## config.mk

```make
export PLATFORM = sky130hd
export DESIGN_NAME = exec_ctrl
export DESIGN_NICKNAME = d
export VERILOG_FILES = /design/src/rtl/exec_ctrl.sv
export SDC_FILE = /design/constraint.sdc
export NUM_CORES = 1
export LEC_CHECK = 0
export ABC_AREA = 0
export CORE_MARGIN = 3
export CORE_UTILIZATION = 49
export DETAILED_ROUTE_END_ITERATION = 16
export GPL_TIMING_DRIVEN = 0
export HOLD_SLACK_MARGIN = 0.06
export PLACE_DENSITY = 0.84
export SKIP_CTS_REPAIR_TIMING = 1
export SLEW_MARGIN = 20
export SYNTH_ARGS = -nofsm -noshare
export SYNTH_HDL_FRONTEND = slang
export SYNTH_SLANG_ARGS = --single-unit
```

## constraint.sdc

```tcl
create_clock -name clk -period 3.63 [get_ports clk]
set_input_delay 0.726 -clock clk [delete_from_list [all_inputs] [get_ports clk]]
set_output_delay 0.726 -clock clk [all_outputs]
set_load 0.02 [all_outputs]
```

## src/rtl/exec_ctrl.sv

```systemverilog
// Execute-stage controller: latches a staged instruction, decodes it and sequences the
// accumulator, ALU and data RAM strobes, handshaking completion back to the fetch stage.
module exec_ctrl (
   input  logic       clk,
   input  logic       reset,
   input  logic       instr_valid,
   input  logic [4:0] StageRegInstr_out,
   input  logic [2:0] StageRegAddrMode_out,
   output logic       ACCld_str,
   output logic       ACCinMUXselect,
   output logic       shiftercontrol,
   output logic       ALUinMUXselect,
   output logic       ALUcontrol_in,
   output logic       DataRAMenable,
   output logic       DataRAMread_en,
   output logic       DRAMaddrMUXselect,
   output logic       IndirectAddrRegld_str,
   output logic       exec_busy,
   output logic       exec_done,
   output logic       halted,
   output logic       illegal
);

   localparam logic [4:0] OpNop = 5'b00000;
   localparam logic [4:0] OpLda = 5'b00001;
   localparam logic [4:0] OpSta = 5'b00010;
   localparam logic [4:0] OpAdd = 5'b00011;
   localparam logic [4:0] OpSub = 5'b00100;
   localparam logic [4:0] OpShl = 5'b00101;
   localparam logic [4:0] OpIn  = 5'b00110;
   localparam logic [4:0] OpHlt = 5'b11111;

   localparam logic [2:0] ModeImm = 3'b000;
   localparam logic [2:0] ModeDir = 3'b001;
   localparam logic [2:0] ModeInd = 3'b010;

   typedef enum logic [2:0] {
      StIdle, StDecode, StIndRd, StMemRd, StExec, StMemWr, StDone, StHalt
   } state_e;

   state_e     state_q, state_d;
   logic [4:0] opcode_q;
   logic [2:0] mode_q;
   logic       illegal_q;

   logic       accept;
   logic       is_mem_op;
   logic       is_sta;
   logic       legal_op;
   logic       bad_instr;

   assign accept = (state_q == StIdle) && instr_valid;

   always_comb begin
      is_mem_op = (opcode_q == OpLda) || (opcode_q == OpAdd) || (opcode_q == OpSub);
      is_sta    = (opcode_q == OpSta);
      legal_op  = is_mem_op || is_sta || (opcode_q == OpNop) || (opcode_q == OpShl) ||
                  (opcode_q == OpIn) || (opcode_q == OpHlt);
      // STA has no immediate form; NOP/SHL/IN/HLT ignore the mode field entirely
      bad_instr = !legal_op ||
                  (is_mem_op && (mode_q != ModeImm) && (mode_q != ModeDir) &&
                   (mode_q != ModeInd)) ||
                  (is_sta && (mode_q != ModeDir) && (mode_q != ModeInd));
   end

   always_ff @(posedge clk) begin
      if (reset) begin
         state_q   <= StIdle;
         opcode_q  <= 5'b00000;
         mode_q    <= 3'b000;
         illegal_q <= 1'b0;
      end else begin
         state_q <= state_d;
         if (accept) begin
            opcode_q <= StageRegInstr_out;
            mode_q   <= StageRegAddrMode_out;
         end
         if ((state_q == StDecode) && bad_instr) begin
            illegal_q <= 1'b1;
         end
      end
   end

   always_comb begin
      state_d = state_q;
      unique case (state_q)
         StIdle: begin
            if (instr_valid) state_d = StDecode;
         end
         StDecode: begin
            if (bad_instr || (opcode_q == OpNop))             state_d = StDone;
            else if (opcode_q == OpHlt)                       state_d = StHalt;
            else if ((opcode_q == OpShl) || (opcode_q == OpIn)) state_d = StExec;
            else if (mode_q == ModeInd)                       state_d = StIndRd;
            else if (is_sta)                                  state_d = StMemWr;
            else if (mode_q == ModeImm)                       state_d = StExec;
            else                                              state_d = StMemRd;
         end
         StIndRd: state_d = is_sta ? StMemWr : StMemRd;
         StMemRd: state_d = StExec;
         StExec:  state_d = StDone;
         StMemWr: state_d = StDone;
         StDone:  state_d = StIdle;
         StHalt:  state_d = StHalt;
         default: state_d = StIdle;
      endcase
   end

   always_comb begin
      ACCld_str             = 1'b0;
      ACCinMUXselect        = 1'b0;
      shiftercontrol        = 1'b0;
      ALUinMUXselect        = 1'b0;
      ALUcontrol_in         = 1'b0;
      DataRAMenable         = 1'b0;
      DataRAMread_en        = 1'b0;
      DRAMaddrMUXselect     = 1'b0;
      IndirectAddrRegld_str = 1'b0;
      exec_done             = 1'b0;
      exec_busy             = (state_q != StIdle) && (state_q != StHalt);
      halted                = (state_q == StHalt);
      illegal               = illegal_q;
      unique case (state_q)
         StIndRd: begin
            DataRAMenable         = 1'b1;
            DataRAMread_en        = 1'b1;
            IndirectAddrRegld_str = 1'b1;
         end
         StMemRd: begin
            DataRAMenable     = 1'b1;
            DataRAMread_en    = 1'b1;
            DRAMaddrMUXselect = (mode_q == ModeInd);
         end
         StMemWr: begin
            DataRAMenable     = 1'b1;
            DRAMaddrMUXselect = (mode_q == ModeInd);
         end
         StExec: begin
            ACCld_str      = 1'b1;
            ALUcontrol_in  = (opcode_q == OpSub);
            ALUinMUXselect = is_mem_op && (mode_q == ModeImm);
            shiftercontrol = (opcode_q == OpShl);
            ACCinMUXselect = (opcode_q == OpIn);
         end
         StDone: exec_done = 1'b1;
         default: ;
      endcase
   end

endmodule

```

==> impl_metrics.csv <==
group,metric,value,unit
yosys,synth-edff-count,0,
sta,report.final.slew_viol_count,0,
global_route,grt-ovfl-total,0,
yosys,yosysMostFrequentCell,"nand2_1",
cells_and_area,finalNetCount,151,
sta,rsz0062_at_grt,"false",
global_route,antenna_found_initial,0,
clocking,htree_levels,1,
clocking,numCtsBuffers,3,
yosys,synth_area_leader_cell,"dfxtp_1",
worst_setup_path,critPathKind,"flip-flop to output port",
clocking,tritoncts,"done",
yosys,ys.warnings.count,0,
cells_and_area,drive_gt1_frac,0.130,
placed_design,dp_hpwl,1310,µm
yosys,syn_avg_cell_area,7.12,µm²
power_and_ir_drop,leakage,0.425,nW
worst_hold_path,holdCritPathClass,"flip-flop to flip-flop",
worst_setup_path,critPathCaptureType,"output port",
clocking,clock_sink_count,12,
yosys,synth_top_cells_by_count,"22 x nand2_1, 12 x a21oi_1, 12 x dfxtp_1",
cells_and_area,diodes,0,
worst_setup_path,start_kind,"flip-flop",
detailed_routing,drt_iter0_markers,16,
floorplan,die_area,2150,µm²
sta,finalCriticalPeriod,2.67,ns
yosys,ys.flop_type,"dfxtp_1",
yosys,synth_top_family_by_area,"simple AND/OR/NAND/NOR gates",
floorplan,num_io_pins,24,
sta,finalClockSkew,0.00286,ns
worst_setup_path,rrSetupSlack,2.09,ns
sta,slew_headroom,0.700,
yosys,synth_compound_area_frac,0.221,
sta,fmax,374,MHz
global_route,grt_pass1_vias,701,
power_and_ir_drop,ir_worst_vdd,369,µV
sta,fin_crit_sh,0.736,
detailed_routing,wl_per_cell,11.6,µm
global_route,grt_first_pass_wirelength,2980,µm
floorplan,coreArea,1420,µm²
worst_setup_path,r2r-end,"illegal$_SDFFE_PP0P_",
worst_hold_path,hold_start,"opcode_q[4]$_SDFFE_PP0P_",
worst_setup_path,path_max_fanout,8,
yosys,synth.net_count,123,
power_and_ir_drop,p_per_area,700,nW/µm²
yosys,synth_xor_xnor_area_share,0.0110,
yosys,synthArstFlopShare,0,
global_route,grt_usage,0.195,
yosys,synth-simple-area-share,0.356,
placed_design,port_buffers,23,
yosys,netlist_area,797,µm²
sta,hold_viol,0,
yosys,synthTopCellsByArea,"dfxtp_1 30%, nand2_1 10%, a21oi_1 7.5%, o21ai_0 5.0%, nor2_1 4.2%",
worst_setup_path,arrival,1.95,ns
detailed_routing,drc,0,
sta,setup_tns,0,ns
floorplan,placementRows,13,
detailed_routing,vias_per_cell,5.40,
detailed_routing,ant_nets,0,
placed_design,dpl_cell_area,1050,µm²
cells_and_area,fin_util,0.755,
floorplan,dieWidth,46.3,µm
cells_and_area,synthToLayoutAreaGrowth,34.1,%
clocking,cts_max_path_buffers,2,
sta,setup_violations,0,
detailed_routing,drt_pre_antenna_iters,4,
clocking,cts_root_buffer,"clkbuf_4",
worst_hold_path,holdPathStages,2,
yosys,ys_seq_elements,12,
yosys,synthAdderAreaFrac,0,
detailed_routing,totalWireLength,1780,µm
floorplan,die_y,46.3,µm
yosys,ys_types,34,
placed_design,gp_congestion,0.780,
global_route,grt_max_degree,11,
yosys,synth-seq-area-share,0.301,
floorplan,initial_core_util,0.563,
worst_setup_path,rr_worst_depth,5,
yosys,syn_inst,112,
power_and_ir_drop,power.total,747,µW
clocking,cts.reportedPaths.clkPinSlew,0.07,ns
yosys,synth.top_cell.area_share,0.301,
sta,worst_slew_pin_slew,0.451,ns
cells_and_area,design_area,1070,µm²
detailed_routing,vias,826,
job,cap_violations,0,
worst_hold_path,hold-path-endpoint,"opcode_q[4]$_SDFFE_PP0P_",
worst_setup_path,reg2reg_from,"mode_q[1]$_SDFFE_PP0P_",
worst_setup_path,cp.required,2.90,ns
yosys,synth_mux_area_frac,0.0126,
run_status,status,"finished, final reports clean",
clocking,clock_latency,0.27,ns
-- cell usage in the layout, fill, tap and decap left out, types with 3 or more instances in the layout --
cell | synthesis | layout
nand2b_1 | 4 | 4
nor3_1 | 6 | 6
clkbuf_4 | 0 | 3
nand2_1 | 22 | 22
inv_1 | 6 | 6
a21oi_1 | 12 | 12
dfxtp_1 | 12 | 12
o21ai_0 | 8 | 8
buf_6 | 3 | 3
clkdlybuf4s50_1 | 0 | 23
nor2_1 | 9 | 9
-- worst max-delay path by stage --
stage          depth (start not counted)        endpoint               startpoint  slack (ns)
6_report                               5  ACCinMUXselect  state_q[1]$_SDFFE_PP0P_        0.96
5_1_grt                                5  ACCinMUXselect  state_q[1]$_SDFFE_PP0P_        0.77
4_1_cts                                5  ACCinMUXselect  state_q[1]$_SDFFE_PP0P_        0.96
3_5_place_dp                           5   ALUcontrol_in  state_q[1]$_SDFFE_PP0P_        1.26
3_3_place_gp                           5  ACCinMUXselect  state_q[1]$_SDFFE_PP0P_        1.27
2_1_floorplan                          4  ACCinMUXselect  state_q[1]$_SDFFE_PP0P_        1.38
-- registers in the layout, indices dropped and copies added (netlist names) --
register / flops
opcode_q: 5
mode_q: 3
state_q: 3
illegal: 1
-- worst max-delay path, cell delays in order (launching register included) --
cell and delay [ns]:
dfxtp_1 0.38, nand2b_1 0.20, nor2_1 0.16, nand2_1 0.11, nor3_1 0.19, clkdlybuf4s50_1 0.64
-- layer usage --
| metal | GRT usage | share of wire | vias up |
|---|---|---|---|
| met5 | 0 | 0 | - |
| met1 | 0.232 | 0.44 | 362 |
| met4 | 0.0852 | 0.019 | 0 |
| li1 | - | - | 438 |
| met2 | 0.335 | 0.50 | 21 |
| met3 | 0.0352 | 0.044 | 5 |
-- cell families after synthesis --
logic type      after synthesis
buf+inv                      13
compound gates               29
xor+xnor                      1
flops                        12
simple gates                 56
mux                           1
-- stage by stage --
stage | worst slack, ns | hold WS (ns) | std cells
final | 0.958 | 0.514 | 153
after global routing | 0.773 | 0.530 | 153
after CTS | 0.956 | 0.518 | 153
after detailed placement | 1.26 | 0.476 | 150
after global placement | 1.27 | 0.458 | 150
after floorplan | 1.38 | 0.482 | 112
-- layout make-up --
class	count	area, µm²
Buffer	7	55.1
Clock buffer	3	22.5
Fill cell	111	347
Inverter	6	22.5
Multi-Input combinational cell	87	479
Sequential cell	12	240
Tap cell	15	18.8
Timing Repair Buffer	23	230
-- power breakdown --
part           internal [mW]  switching, mW  total [mW]
registers              0.169         0.0350       0.204
logic                  0.206          0.256       0.462
clock network         0.0385         0.0427      0.0812
total                  0.414          0.334       0.747
No activity file was read; power rests on OpenSTA's default activity.
